===== src/rtl/seg_pkg.sv =====
// Shared definitions for the 7-segment bus capture block.
//   SEG_0..SEG_F : active-high segment patterns, a = bit 6 .. g = bit 0
//   state_e      : settle/hold states of the slot sampler
//   onehot_idx() : {ok, idx[1:0]}; ok=1 only when exactly one anode is selected
package seg_pkg;

   localparam logic [6:0] SEG_0 = 7'h7E;
   localparam logic [6:0] SEG_1 = 7'h30;
   localparam logic [6:0] SEG_2 = 7'h6D;
   localparam logic [6:0] SEG_3 = 7'h79;
   localparam logic [6:0] SEG_4 = 7'h33;
   localparam logic [6:0] SEG_5 = 7'h5B;
   localparam logic [6:0] SEG_6 = 7'h5F;
   localparam logic [6:0] SEG_7 = 7'h70;
   localparam logic [6:0] SEG_8 = 7'h7F;
   localparam logic [6:0] SEG_9 = 7'h7B;
   localparam logic [6:0] SEG_A = 7'h77;
   localparam logic [6:0] SEG_B = 7'h1F;
   localparam logic [6:0] SEG_C = 7'h4E;
   localparam logic [6:0] SEG_D = 7'h3D;
   localparam logic [6:0] SEG_E = 7'h4F;
   localparam logic [6:0] SEG_F = 7'h47;

   typedef enum logic {
      ST_SETTLING = 1'b0,
      ST_HOLD     = 1'b1
   } state_e;

   function automatic logic [2:0] onehot_idx(input logic [3:0] an);
      logic [2:0] r;
      case (an)
         4'b0001: r = 3'b100;
         4'b0010: r = 3'b101;
         4'b0100: r = 3'b110;
         4'b1000: r = 3'b111;
         default: r = 3'b000;
      endcase
      return r;
   endfunction

endpackage


===== src/rtl/seg7_decode.sv =====
// Combinational inverse of the segment encoder.
//   seg_i    : segments a..g (a = bit 6), active-high
//   valid_o  : 1 when seg_i is one of the sixteen hex glyphs
//   nibble_o : decoded value (0 when invalid)
module seg7_decode
   import seg_pkg::*;
(
   input  logic [6:0] seg_i,
   output logic       valid_o,
   output logic [3:0] nibble_o
);

   always_comb begin
      valid_o  = 1'b1;
      nibble_o = 4'h0;
      case (seg_i)
         SEG_0:   nibble_o = 4'h0;
         SEG_1:   nibble_o = 4'h1;
         SEG_2:   nibble_o = 4'h2;
         SEG_3:   nibble_o = 4'h3;
         SEG_4:   nibble_o = 4'h4;
         SEG_5:   nibble_o = 4'h5;
         SEG_6:   nibble_o = 4'h6;
         SEG_7:   nibble_o = 4'h7;
         SEG_8:   nibble_o = 4'h8;
         SEG_9:   nibble_o = 4'h9;
         SEG_A:   nibble_o = 4'hA;
         SEG_B:   nibble_o = 4'hB;
         SEG_C:   nibble_o = 4'hC;
         SEG_D:   nibble_o = 4'hD;
         SEG_E:   nibble_o = 4'hE;
         SEG_F:   nibble_o = 4'hF;
         default: valid_o  = 1'b0;
      endcase
   end

endmodule


===== src/rtl/seg_bus_capture.sv =====
// Receive side of a 4-digit multiplexed 7-segment bus. Each digit slot is
// sampled once after the bus has been stable for SETTLE cycles, decoded back
// to a nibble + dp, and a full 4-digit frame is published atomically.
//   clk, rst_n   : clock, asynchronous active-low reset
//   an_in        : one-hot digit select
//   sseg_in      : [6:0] segments a..g, [7] decimal point
//   hex0..hex3   : digits of the last complete frame
//   dp_out       : decimal points of the last complete frame
//   frame_valid  : 1-cycle pulse when hex*/dp_out update
//   seg_err      : 1-cycle pulse when a settled one-hot slot is undecodable
//   lost         : level, no accepted capture for STALL cycles
module seg_bus_capture
   import seg_pkg::*;
#(
   parameter int SETTLE = 16,
   parameter int STALL  = 2097152
) (
   input  logic       clk,
   input  logic       rst_n,
   input  logic [3:0] an_in,
   input  logic [7:0] sseg_in,
   output logic [3:0] hex0,
   output logic [3:0] hex1,
   output logic [3:0] hex2,
   output logic [3:0] hex3,
   output logic [3:0] dp_out,
   output logic       frame_valid,
   output logic       seg_err,
   output logic       lost
);

   localparam int SCW = $clog2(SETTLE);
   localparam int STW = $clog2(STALL);
   localparam logic [SCW-1:0] STAB_LAST  = SCW'(SETTLE - 1);
   localparam logic [STW-1:0] STALL_LAST = STW'(STALL - 1);

   logic [11:0]      sync1_q, sync2_q, prev_q;
   state_e           state_q, state_d;
   logic [SCW-1:0]   stab_q, stab_d;
   logic [STW-1:0]   stall_q, stall_d;
   logic [3:0][3:0]  cap_hex_q, cap_hex_d;
   logic [3:0]       cap_dp_q, cap_dp_d;
   logic [3:0]       seen_q, seen_d;
   logic [3:0][3:0]  hex_q, hex_d;
   logic [3:0]       dp_q, dp_d;
   logic             fv_q, err_q, lost_q;
   logic             fv_d, err_d, lost_d;

   logic             changed, evaluate, capture, bad, stall_hit, frame_done;
   logic [2:0]       sel;
   logic             dec_valid;
   logic [3:0]       dec_nib;

   seg7_decode u_dec (
      .seg_i    (sync2_q[6:0]),
      .valid_o  (dec_valid),
      .nibble_o (dec_nib)
   );

   assign changed    = (sync2_q != prev_q);
   assign sel        = onehot_idx(sync2_q[11:8]);
   assign capture    = evaluate & sel[2] & dec_valid;
   assign bad        = evaluate & sel[2] & ~dec_valid;
   // A capture in the same cycle restarts the stall window instead of tripping it.
   assign stall_hit  = ~capture & (stall_q == STALL_LAST);
   assign frame_done = (seen_q == 4'hF);

   always_comb begin
      state_d  = state_q;
      stab_d   = stab_q;
      evaluate = 1'b0;
      if (changed) begin
         stab_d  = '0;
         state_d = ST_SETTLING;
      end else if (state_q == ST_SETTLING) begin
         if (stab_q == STAB_LAST) begin
            evaluate = 1'b1;
            state_d  = ST_HOLD;
         end else begin
            stab_d = stab_q + 1'b1;
         end
      end
   end

   always_comb begin
      cap_hex_d = cap_hex_q;
      cap_dp_d  = cap_dp_q;
      seen_d    = seen_q;
      hex_d     = hex_q;
      dp_d      = dp_q;
      fv_d      = frame_done;
      err_d     = bad;
      lost_d    = lost_q;
      stall_d   = stall_q;

      if (capture) begin
         stall_d = '0;
      end else if (stall_q != STALL_LAST) begin
         stall_d = stall_q + 1'b1;
      end

      // Publish the completed frame; the capture registers are stable here
      // because slot captures are always at least SETTLE cycles apart.
      if (frame_done) begin
         hex_d  = cap_hex_q;
         dp_d   = cap_dp_q;
         seen_d = 4'h0;
      end
      if (stall_hit) begin
         seen_d = 4'h0;
         lost_d = 1'b1;
      end
      if (capture) begin
         cap_hex_d[sel[1:0]] = dec_nib;
         cap_dp_d[sel[1:0]]  = sync2_q[7];
         seen_d[sel[1:0]]    = 1'b1;
         lost_d              = 1'b0;
      end
   end

   always_ff @(posedge clk or negedge rst_n) begin
      if (!rst_n) begin
         sync1_q <= '0;
         sync2_q <= '0;
         prev_q  <= '0;
      end else begin
         sync1_q <= {an_in, sseg_in};
         sync2_q <= sync1_q;
         prev_q  <= sync2_q;
      end
   end

   always_ff @(posedge clk or negedge rst_n) begin
      if (!rst_n) begin
         state_q   <= ST_SETTLING;
         stab_q    <= '0;
         stall_q   <= '0;
         cap_hex_q <= '0;
         cap_dp_q  <= '0;
         seen_q    <= '0;
         hex_q     <= '0;
         dp_q      <= '0;
         fv_q      <= 1'b0;
         err_q     <= 1'b0;
         lost_q    <= 1'b0;
      end else begin
         state_q   <= state_d;
         stab_q    <= stab_d;
         stall_q   <= stall_d;
         cap_hex_q <= cap_hex_d;
         cap_dp_q  <= cap_dp_d;
         seen_q    <= seen_d;
         hex_q     <= hex_d;
         dp_q      <= dp_d;
         fv_q      <= fv_d;
         err_q     <= err_d;
         lost_q    <= lost_d;
      end
   end

   assign hex0        = hex_q[0];
   assign hex1        = hex_q[1];
   assign hex2        = hex_q[2];
   assign hex3        = hex_q[3];
   assign dp_out      = dp_q;
   assign frame_valid = fv_q;
   assign seg_err     = err_q;
   assign lost        = lost_q;

endmodule

===== config.mk =====
export PLATFORM = sky130hd
export DESIGN_NAME = seg_bus_capture
export DESIGN_NICKNAME = d
export VERILOG_FILES = /design/src/rtl/seg_pkg.sv /design/src/rtl/seg7_decode.sv /design/src/rtl/seg_bus_capture.sv
export SDC_FILE = /design/constraint.sdc
export NUM_CORES = 1
export LEC_CHECK = 0
export ABC_AREA = 1
export BUFFER_PORTS_ARGS = -buffer_cell sky130_fd_sc_hd__buf_2
export CORE_MARGIN = 2
export CORE_UTILIZATION = 59
export DETAILED_ROUTE_END_ITERATION = 6
export PLACE_DENSITY_LB_ADDON = 0.2
export REMOVE_ABC_BUFFERS = 1
export SYNTH_ARGS = -nofsm -noshare
export SYNTH_HDL_FRONTEND = slang
export SYNTH_HIERARCHICAL = 1
export SYNTH_SLANG_ARGS = --single-unit
export TNS_END_PERCENT = 100

===== constraint.sdc =====
create_clock -name clk -period 1.89 [get_ports clk]
set_input_delay 0.189 -clock clk [delete_from_list [all_inputs] [get_ports clk]]
set_output_delay 0.189 -clock clk [all_outputs]
set_load 0.005 [all_outputs]

==> impl_metrics.toml <==
[critical_path]
crit_type = "flip-flop to flip-flop"
arrival_ns = 2.06
start_kind = "flip-flop"
crit_fanout = 7
end_kind = "flip-flop"
timing.rr.start = "sync2_q[1]"
reg2reg_depth = 11
r2r_setup_slack_ns = 0.09
cp.required_ns = 2.15
r2r_end = "cap_hex_q[11]"

[logic_synthesis]
synth_seq_cells = 109
synth_warnings = 6
postSynthCellCount = 561
yosysUniqueCellTypes = 31
ys_seq_area_frac = 0.569
syn_area_per_cell_um2 = 8.55
mappedNetlistArea_um2 = 4790

[sta]
slew_viol_final = 0
hold_viol = 0
skew_ns = 0.0183
setup_violations = 0
fin_crit_sh = 0.955
worst_slew_pin_slew_ns = 0.606
worst_slack_ns = 0.0858
max_freq_mhz = 554
final.min_clock_period_ns = 1.80
relSlewSlack = 0.596

[layout]
mostFrequentLayoutCells = "nand2_1 (173), dfrtp_1 (103), inv_1 (60), nor2_1 (47), buf_2 (35)"
nNetsFinal = 648
antenna_cells = 0
drive_above_1_share = 0.224
final_cells = 739
layout-area-overhead-vs-synth_pct = 18.0
mostFrequentLayoutCell = "nand2_1"

[place]
hpwl_mm = 6.12
gp_congestion = 0.909
io_buffers = 36
pre_cts_ws_ns = -0.00417
place_inst = 703

[run]
maxCapViolCount = 0

[clock_network]
clockRootBuffer = "clkbuf_8"
cts_buffers = 9
cts_max_level = 3
cts.sinks = 109
clock_latency_ns = 0.37
clkSlewWorstSetupHoldPaths_ns = 0.10
clockBufferDepth = 2
cts_tree = "done"

[power]
power_leakage_nw = 3.04
peakVddDrop_mv = 0.534
power.density_nw_per_um2 = 686

[floorplanning]
die_w_um = 94.1
core_um2 = 7810
start_util = 0.614
ios = 37
die_h_um = 94.1
rows = 32
die_area_um2 = 8860

[routing]
dr.pass1.iters = 5
vias = 3774
drt-total-wl_mm = 9.03
wire_per_inst_um = 12.2
drcViolationCount = 0
vias_per_cell = 5.11
initialDrtViolationCount = 205
ant_nets = 0

[grt]
grt_pass1_wl_mm = 15.3
track_usage = 0.218
grt_overflow_total = 0
first_global_vias = 3612
antenna_found_initial = 0
grt_max_degree = 48

[outcome]
outcome = "completed"

[worst_hold_path]
worst_hold_path_type = "primary input to asynchronous set/reset pin"
-- worst max-delay path, cell delays in order (launching register included) --
cell	delay (ns)
dfrtp_2	0.50
nor2_1	0.14
nand2_1	0.11
nor2_2	0.17
nor2_1	0.07
nand2_1	0.07
nor2_2	0.05
nand2_2	0.12
nand4_1	0.17
buf_6	0.18
nand2_1	0.07
o21ai_2	0.05
-- power breakdown --
| part | internal (W) | total, W | leakage, nW | switching [W] |
|---|---|---|---|---|
| clock network | 0.000484 | 0.00125 | 0.0898 | 0.000769 |
| registers | 0.00237 | 0.00240 | 1.42 | 0.0000332 |
| logic | 0.0000852 | 0.000224 | 1.53 | 0.000139 |
-- state kept, by name (all words and copies together) (netlist names), 4 cells and up --
name and cells:
hex0 4, stall_q 21, sync1_q 12, hex3 4
seen_q 4, cap_hex_q 16, stab_q 4, dp_out 4
prev_q 12, cap_dp_q 4, hex1 4, sync2_q 12
hex2 4
-- synth_stat cells (all sizes together) --
library cell,n,area share
a31oi,3,0.0039
inv,70,0.055
buf,6,0.0099
nand3b,1,0.0016
nand3,36,0.042
nor2,73,0.067
nand4,12,0.019
xnor2,5,0.0091
a21oi,11,0.011
xor2,1,0.0018
nor4,1,0.0013
or2,2,0.0026
dfrtp,109,0.57
o21ai,32,0.038
nand2,182,0.14
o21bai,3,0.0047
clkbuf,4,0.0031
nor3,8,0.013
ha,2,0.0052
-- repair_timing --
| action | in CTS | in global routing |
|---|---|---|
| pin swaps | 0 | 16 |
| endpoints found under the setup margin | 22 | 47 |
| gates resized for setup | 3 | 52 |
| gates cloned | 0 | 1 |
| endpoints found under the hold margin | 39 | 0 |
| setup buffers | 0 | 6 |
| hold buffers | 13 | 0 |
-- logic make-up after synthesis --
kind of cell	Yosys count	synth area share
AND/OR/NAND/NOR	315	0.289
XOR/XNOR	6	0.0110
adder cells (fa/ha/maj)	2	0.00522
flip-flops	109	0.569
AO/OA/AOI/OAI	49	0.0582
buffers and inverters	80	0.0678
-- routing by layer --
layer | vias to the layer above | GRT usage | share of wire
met5 | - | 0 | 0
met4 | 0 | 0.0749 | 0.016
met3 | 11 | 0.0361 | 0.040
met2 | 97 | 0.376 | 0.47
met1 | 1772 | 0.279 | 0.47
li1 | 1894 | - | -
-- how the worst max path moves through the flow --
stage,startpoint,cells after the start,to
after floorplan,sync2_q[2],11,cap_dp_q[3]
after global placement,sync2_q[0],13,seen_q[2]
after detailed placement,sync2_q[1],12,cap_hex_q[6]
after CTS,sync2_q[0],13,seen_q[2]
after global routing,sync2_q[0],9,cap_hex_q[9]
final,sync2_q[1],11,cap_hex_q[11]
-- through the flow --
step	TNS, ns	total power [W]	cell area, um2	util	hold slack [ns]
final	0	0.00388	5660	0.725	0.283
after global routing	-0.418	0.00404	5660	0.725	0.319
after CTS	0	0.00389	5480	0.702	0.286
after detailed placement	-0.0107	0.00262	5170	0.663	0.142
after global placement	0	0.00261	5170	0.663	0.143
after floorplan	0	0.00252	4730	-	-0.107
-- final cells by class --
type | count | area, um2
Fill cell | 591 | 2150
Inverter | 70 | 265
Clock buffer | 9 | 124
Tap cell | 102 | 128
Multi-Input combinational cell | 372 | 1850
Timing Repair Buffer | 70 | 510
Sequential cell | 109 | 2740
Clock inverter | 7 | 48.8
No activity file was read; power rests on OpenSTA's default activity.
